**config.mk**
```make
export PLATFORM = sky130hd
export DESIGN_NAME = calc_sequencer
export DESIGN_NICKNAME = d
export VERILOG_FILES = /design/src/rtl/calc_pkg.sv /design/src/rtl/calc_cycle_counter.sv /design/src/rtl/calc_sequencer.sv
export SDC_FILE = /design/constraint.sdc
export NUM_CORES = 1
export LEC_CHECK = 0
export BUFFER_PORTS_ARGS = -buffer_cell sky130_fd_sc_hd__buf_2
export CAP_MARGIN = 10
export CORE_AREA = 2 2 142 144
export CTS_CLUSTER_DIAMETER = 100
export DETAILED_ROUTE_END_ITERATION = 10
export DIE_AREA = 0 0 144 146
export PLACE_DENSITY = 0.72
export SKIP_LAST_GASP = 1
export SLEW_MARGIN = 40
export SYNTH_ARGS = -nofsm -noshare
export SYNTH_HDL_FRONTEND = slang
export SYNTH_SLANG_ARGS = --single-unit
```
**constraint.sdc**
```tcl
create_clock -name i_clk -period 4.35 [get_ports i_clk]
set_clock_uncertainty 0.2 [all_clocks]
set_input_delay 0.6525 -clock i_clk [delete_from_list [all_inputs] [get_ports i_clk]]
set_output_delay 0.6525 -clock i_clk [all_outputs]
set_load 0.03 [all_outputs]
```
**src/rtl/calc_pkg.sv**
```systemverilog
// rtl/calc_pkg.sv - shared types and constants for the calculator sequencer
package calc_pkg;

    localparam int CALC_W = 32;
    localparam logic [CALC_W-1:0] DIV0_RESULT = 32'hFFFF_FFFF;

    typedef enum logic [1:0] {
        OP_SUB = 2'b00,
        OP_ADD = 2'b01,
        OP_MUL = 2'b10,
        OP_DIV = 2'b11
    } calc_op_t;

    typedef enum logic [2:0] {
        ST_IDLE,
        ST_SETTLE,
        ST_ARM,
        ST_RUN,
        ST_WAIT,
        ST_DONE
    } seq_state_t;

endpackage

```
**src/rtl/calc_cycle_counter.sv**
```systemverilog
// rtl/calc_cycle_counter.sv - loadable down-counter that saturates at zero
module calc_cycle_counter #(
    parameter int W = 6
) (
    input  logic         i_clk,
    input  logic         i_reset,
    input  logic         i_load,
    input  logic [W-1:0] i_load_value,
    output logic         o_zero
);

    logic [W-1:0] r_count;

    always_ff @(posedge i_clk) begin
        if (i_reset) begin
            r_count <= '0;
        end else if (i_load) begin
            r_count <= i_load_value;
        end else if (r_count != '0) begin
            r_count <= r_count - 1'b1;
        end
    end

    assign o_zero = (r_count == '0);

endmodule

```
**src/rtl/calc_sequencer.sv**
```systemverilog
// rtl/calc_sequencer.sv - request/response sequencer for the add/sub, multiply and divide units
module calc_sequencer
    import calc_pkg::*;
#(
    parameter int MUL_CYCLES = 32,
    parameter int DIV_WAIT   = 1
) (
    input  logic                i_clk,
    input  logic                i_reset,
    input  logic                i_req_valid,
    output logic                o_req_ready,
    input  logic [1:0]          i_req_op,
    input  logic [CALC_W-1:0]   i_req_a,
    input  logic [CALC_W-1:0]   i_req_b,
    output logic [CALC_W-1:0]   o_opnd_a,
    output logic [CALC_W-1:0]   o_opnd_b,
    output logic [1:0]          o_unit_select,
    output logic                o_mul_reset,
    output logic                o_mul_enable,
    input  logic [CALC_W-1:0]   i_add_result,
    input  logic                i_add_cout,
    input  logic [2*CALC_W-1:0] i_mul_product,
    input  logic [CALC_W-1:0]   i_div_quotient,
    input  logic [CALC_W-1:0]   i_div_remainder,
    output logic                o_rsp_valid,
    input  logic                i_rsp_ready,
    output logic [CALC_W-1:0]   o_rsp_result,
    output logic [CALC_W-1:0]   o_rsp_hi,
    output logic                o_rsp_overflow,
    output logic                o_rsp_div0,
    output logic                o_busy
);

    localparam int CNT_MAX = (MUL_CYCLES > DIV_WAIT) ? MUL_CYCLES : DIV_WAIT;
    localparam int CNT_W   = $clog2(CNT_MAX + 1);
    localparam logic [CNT_W-1:0] MUL_LOAD = CNT_W'(MUL_CYCLES - 1);
    localparam logic [CNT_W-1:0] DIV_LOAD = CNT_W'(DIV_WAIT - 1);

    seq_state_t         r_state;
    seq_state_t         w_next;
    calc_op_t           r_op;
    calc_op_t           w_req_op;
    logic [CALC_W-1:0]  r_opnd_a;
    logic [CALC_W-1:0]  r_opnd_b;
    logic [CALC_W-1:0]  r_rsp_result;
    logic [CALC_W-1:0]  r_rsp_hi;
    logic               r_rsp_overflow;
    logic               r_rsp_div0;
    logic               w_cnt_load;
    logic [CNT_W-1:0]   w_cnt_value;
    logic               w_cnt_zero;
    logic               w_req_div0;

    assign w_req_op   = calc_op_t'(i_req_op);
    assign w_req_div0 = (w_req_op == OP_DIV) && (i_req_b == '0);

    calc_cycle_counter #(.W(CNT_W)) u_counter (
        .i_clk        (i_clk),
        .i_reset      (i_reset),
        .i_load       (w_cnt_load),
        .i_load_value (w_cnt_value),
        .o_zero       (w_cnt_zero)
    );

    always_ff @(posedge i_clk) begin
        if (i_reset) begin
            r_state <= ST_IDLE;
        end else begin
            r_state <= w_next;
        end
    end

    always_comb begin
        w_next      = r_state;
        w_cnt_load  = 1'b0;
        w_cnt_value = MUL_LOAD;
        case (r_state)
            ST_IDLE: begin
                if (i_req_valid) begin
                    case (w_req_op)
                        OP_SUB, OP_ADD: w_next = ST_SETTLE;
                        OP_MUL:         w_next = ST_ARM;
                        default: begin
                            if (w_req_div0) begin
                                w_next = ST_DONE;
                            end else begin
                                w_next      = ST_WAIT;
                                w_cnt_load  = 1'b1;
                                w_cnt_value = DIV_LOAD;
                            end
                        end
                    endcase
                end
            end
            ST_SETTLE: w_next = ST_DONE;
            ST_ARM: begin
                w_next     = ST_RUN;
                w_cnt_load = 1'b1;
            end
            ST_RUN:  if (w_cnt_zero) w_next = ST_DONE;
            ST_WAIT: if (w_cnt_zero) w_next = ST_DONE;
            ST_DONE: if (i_rsp_ready) w_next = ST_IDLE;
            default: w_next = ST_IDLE;
        endcase
    end

    // Responses are captured on the edge that enters DONE so they hold through backpressure.
    always_ff @(posedge i_clk) begin
        if (i_reset) begin
            r_op           <= OP_SUB;
            r_opnd_a       <= '0;
            r_opnd_b       <= '0;
            r_rsp_result   <= '0;
            r_rsp_hi       <= '0;
            r_rsp_overflow <= 1'b0;
            r_rsp_div0     <= 1'b0;
        end else begin
            case (r_state)
                ST_IDLE: begin
                    if (i_req_valid) begin
                        r_op     <= w_req_op;
                        r_opnd_a <= i_req_a;
                        r_opnd_b <= i_req_b;
                        if (w_req_div0) begin
                            r_rsp_result   <= DIV0_RESULT;
                            r_rsp_hi       <= i_req_a;
                            r_rsp_overflow <= 1'b0;
                            r_rsp_div0     <= 1'b1;
                        end
                    end
                end
                ST_SETTLE: begin
                    r_rsp_result   <= i_add_result;
                    r_rsp_hi       <= '0;
                    r_rsp_overflow <= i_add_cout;
                    r_rsp_div0     <= 1'b0;
                end
                ST_RUN: begin
                    if (w_cnt_zero) begin
                        r_rsp_result   <= i_mul_product[CALC_W-1:0];
                        r_rsp_hi       <= i_mul_product[2*CALC_W-1:CALC_W];
                        r_rsp_overflow <= (i_mul_product[2*CALC_W-1:CALC_W] != '0);
                        r_rsp_div0     <= 1'b0;
                    end
                end
                ST_WAIT: begin
                    if (w_cnt_zero) begin
                        r_rsp_result   <= i_div_quotient;
                        r_rsp_hi       <= i_div_remainder;
                        r_rsp_overflow <= 1'b0;
                        r_rsp_div0     <= 1'b0;
                    end
                end
                default: ;
            endcase
        end
    end

    assign o_req_ready    = (r_state == ST_IDLE) && !i_reset;
    assign o_busy         = (r_state != ST_IDLE);
    assign o_rsp_valid    = (r_state == ST_DONE);
    // Enable rises in ARM while the multiplier is still held in reset.
    assign o_mul_reset    = i_reset || (r_state != ST_RUN);
    assign o_mul_enable   = !i_reset && ((r_state == ST_ARM) || (r_state == ST_RUN));
    assign o_opnd_a       = r_opnd_a;
    assign o_opnd_b       = r_opnd_b;
    assign o_unit_select  = r_op;
    assign o_rsp_result   = r_rsp_result;
    assign o_rsp_hi       = r_rsp_hi;
    assign o_rsp_overflow = r_rsp_overflow;
    assign o_rsp_div0     = r_rsp_div0;

endmodule

```
==> out/summary.txt <==
# hold bufs at CTS: 0
Req. time, crit path: 3500 ps
Syn Inst Count: 859
CTS clk-pin slew, worst paths: 70 ps
crit-path max FO: 26
RSZ-0062 raised after global routing: false
CTS tree: yes
Critical path destination: o_mul_reset
fill cell count: 1921
final hold vios: 0
CTS HTree Levels: 4
Worst-Skew Late Latency: 410 ps
HP Class: flip-flop to flip-flop
synth warn: 0
cell count after placement: 1410
I/O pins: 368
cts repair resizes: 0
DP Area: 9080 sq um
Pleak: 4.29 nW
Detailed Place HPWL: 18900 microns
FF+latch area: 2830 sq um
global route overflow: 0
Max Root-Sink Buffers: 2
WL met2: 13300 microns
area of the multi-input gates: 3960 sq um
Total Nets Final: 1398
Die Height: 146 microns
Layout Cells excl Fill: 1444
final wirelength: 27100 microns
total iterations of the first detailed-routing run: 7
P&R area growth vs syn: 35.4%
fin crit period: 3070 ps
Std-Cell Rows: 51
#FFs+latches synth: 141
final setup fails: 0
top cells by area, synth: dfxtp_1, nand2_1, nand4b_1
Worst Tran Pin Value: 829 ps
EDFF count, synth: 0
pwr/cell area: 705 nW/um^2
Initial Utilization: 37.2%
VDD IR-drop max: 0.406 mV
status: finished clean
Seq/Total Area, Yosys: 39.3%
ys async rst share: 0%
most numerous cell in the Yosys netlist: nand2_1
share of cells above drive strength 1: 41.3%
worst reg2reg path endpoint: o_rsp_result[28]
post-CTS setup buffers: 0
hold path depth: 2
Final Cycle Share: 70.6%
CTS Buf Count: 17
initial antenna violation count: 1
Worst setup EP type: primary output
max cap viols: 0
initial drt markers: 451
Die Area: 21000 sq um
predominant post-synthesis flop cell: dfxtp_1
wire length on met1: 10600 microns
CP startpoint: r_state[1]
die width: 144 microns
first-pass GRT wire length: 40500 microns
DR WL/cell: 18.8 microns
Max Used Layer: met4
R2R cell count: 7
crit path DAT: 2220 ps
setup TNS: 0 ps
Vias/cell: 5.52
R2R setup slack: 1470 ps
number of global-route vias before repair: 7601
Core Area: 19300 sq um
Post-Syn Area: 7190 sq um
final-report max-slew violation count: 0
syn_area_per_cell: 8.37 sq um
gr usage total: 24.4%
Synth area leader: dfxtp_1
clk root buf: clkbuf_16
clk sinks: 141
synth cell count leaders: nand2_1, dfxtp_1, a21oi_1
fmax: 325 MHz
R2R Path Start: r_state[1]
Yosys top cell area share: 39.3%
via count: 7966
RePlAce Congestion: 0.827
Distinct cells, synth: 45
Slew HR: 44.8%
element type at the critical path start: flip-flop
Syn Nets: 1092
CP Class: flip-flop to primary output
# port buffers: 367
largest net degree at the start of global routing: 87
DRC: 0
Final Cell Area: 9730 sq um
post-route ant nets: 0
DR WL met3: 2350 microns
minimum hold slack: 251 ps
[area by class of cell]
class / instances / share of cell area (%)
multi-input cells: 617 / 40.7
flip-flops and latches: 141 / 29.0
repair buffers: 382 / 20.3
clock buffers: 20 / 4.79
well taps: 265 / 3.41
clock inverters: 12 / 1.61
inverters: 6 / 0.231
diodes: 1 / 0.0257
[worst min path at each step]
stage | start | endpoint | slack [ps]
CTS | o_opnd_a[30] | o_opnd_a[30] | 250
finish | o_opnd_a[10] | o_opnd_a[10] | 250
global route | o_opnd_b[3] | o_opnd_b[3] | 270
global placement | o_opnd_b[27] | o_opnd_b[27] | 240
detailed placement | o_opnd_b[14] | o_opnd_b[14] | 240
floorplan | u_counter.r_count[1] | u_counter.r_count[1] | 350
[stage by stage]
| step | setup slack (ps) | power [mW] | util, % |
|---|---|---|---|
| floorplan | 1490 | 4.37 | - |
| global placement | 1200 | 5.24 | 47.0 |
| detailed placement | 1070 | 5.30 | 47.0 |
| CTS | 1270 | 6.86 | 50.2 |
| global route | 1180 | 7.25 | 50.3 |
| finish | 1280 | 6.86 | 50.3 |
[metal layers]
metal | up-vias | global-route usage, %
li1 | 3795 | -
met1 | 3710 | 28.7
met2 | 405 | 42.1
met3 | 56 | 6.84
met4 | 0 | 8.82
met5 | - | 0
[cells in the final DEF, fill, tap and decap left out, types with 3 or more instances in the layout]
| master | instances |
|---|---|
| a21oi_1 | 77 |
| a221oi_1 | 32 |
| a311o_1 | 32 |
| a31oi_1 | 5 |
| buf_2 | 366 |
| buf_4 | 13 |
| bufinv_16 | 3 |
| clkbuf_16 | 17 |
| clkbuf_8 | 3 |
| clkinv_2 | 3 |
| dfxtp_1 | 139 |
| inv_1 | 5 |
| inv_6 | 4 |
| mux2_2 | 32 |
| nand2_1 | 206 |
| nand3_1 | 4 |
| nand4b_1 | 64 |
| nor2_1 | 10 |
| nor3_1 | 5 |
| nor3b_1 | 3 |
| nor4_1 | 15 |
| o21ai_0 | 34 |
| o22ai_1 | 33 |
| o31ai_1 | 4 |
| o31ai_2 | 28 |
| xnor2_1 | 3 |
[sequential cells by signal, summed over array words and instances (netlist names), 2 cells and up]
name,count
o_opnd_a,32
o_opnd_b,32
o_rsp_hi,32
o_rsp_result,32
o_unit_select,2
r_state,3
u_counter.r_count,6
[critical path, cell delays in order (launching register included)]
cell and delay [ps]:
dfxtp_2 720, buf_4 420, or3b_2 470, buf_2 200
[where the power goes]
part	internal [mW]	leakage [nW]	switching, mW
logic	1.09	2.82	2.34
registers	1.65	1.16	0.231
clock network	0.954	0.308	0.588
[cell families after synthesis]
logic type,synth area share (%)
AO/OA/AOI/OAI,25.5
XOR/XNOR,0.609
adder cells (fa/ha/maj),0.348
buffers and inverters,5.99
flip-flops,39.3
multiplexers,5.01
AND/OR/NAND/NOR,23.3
Note: power is estimated with default switching activity, not from simulation.
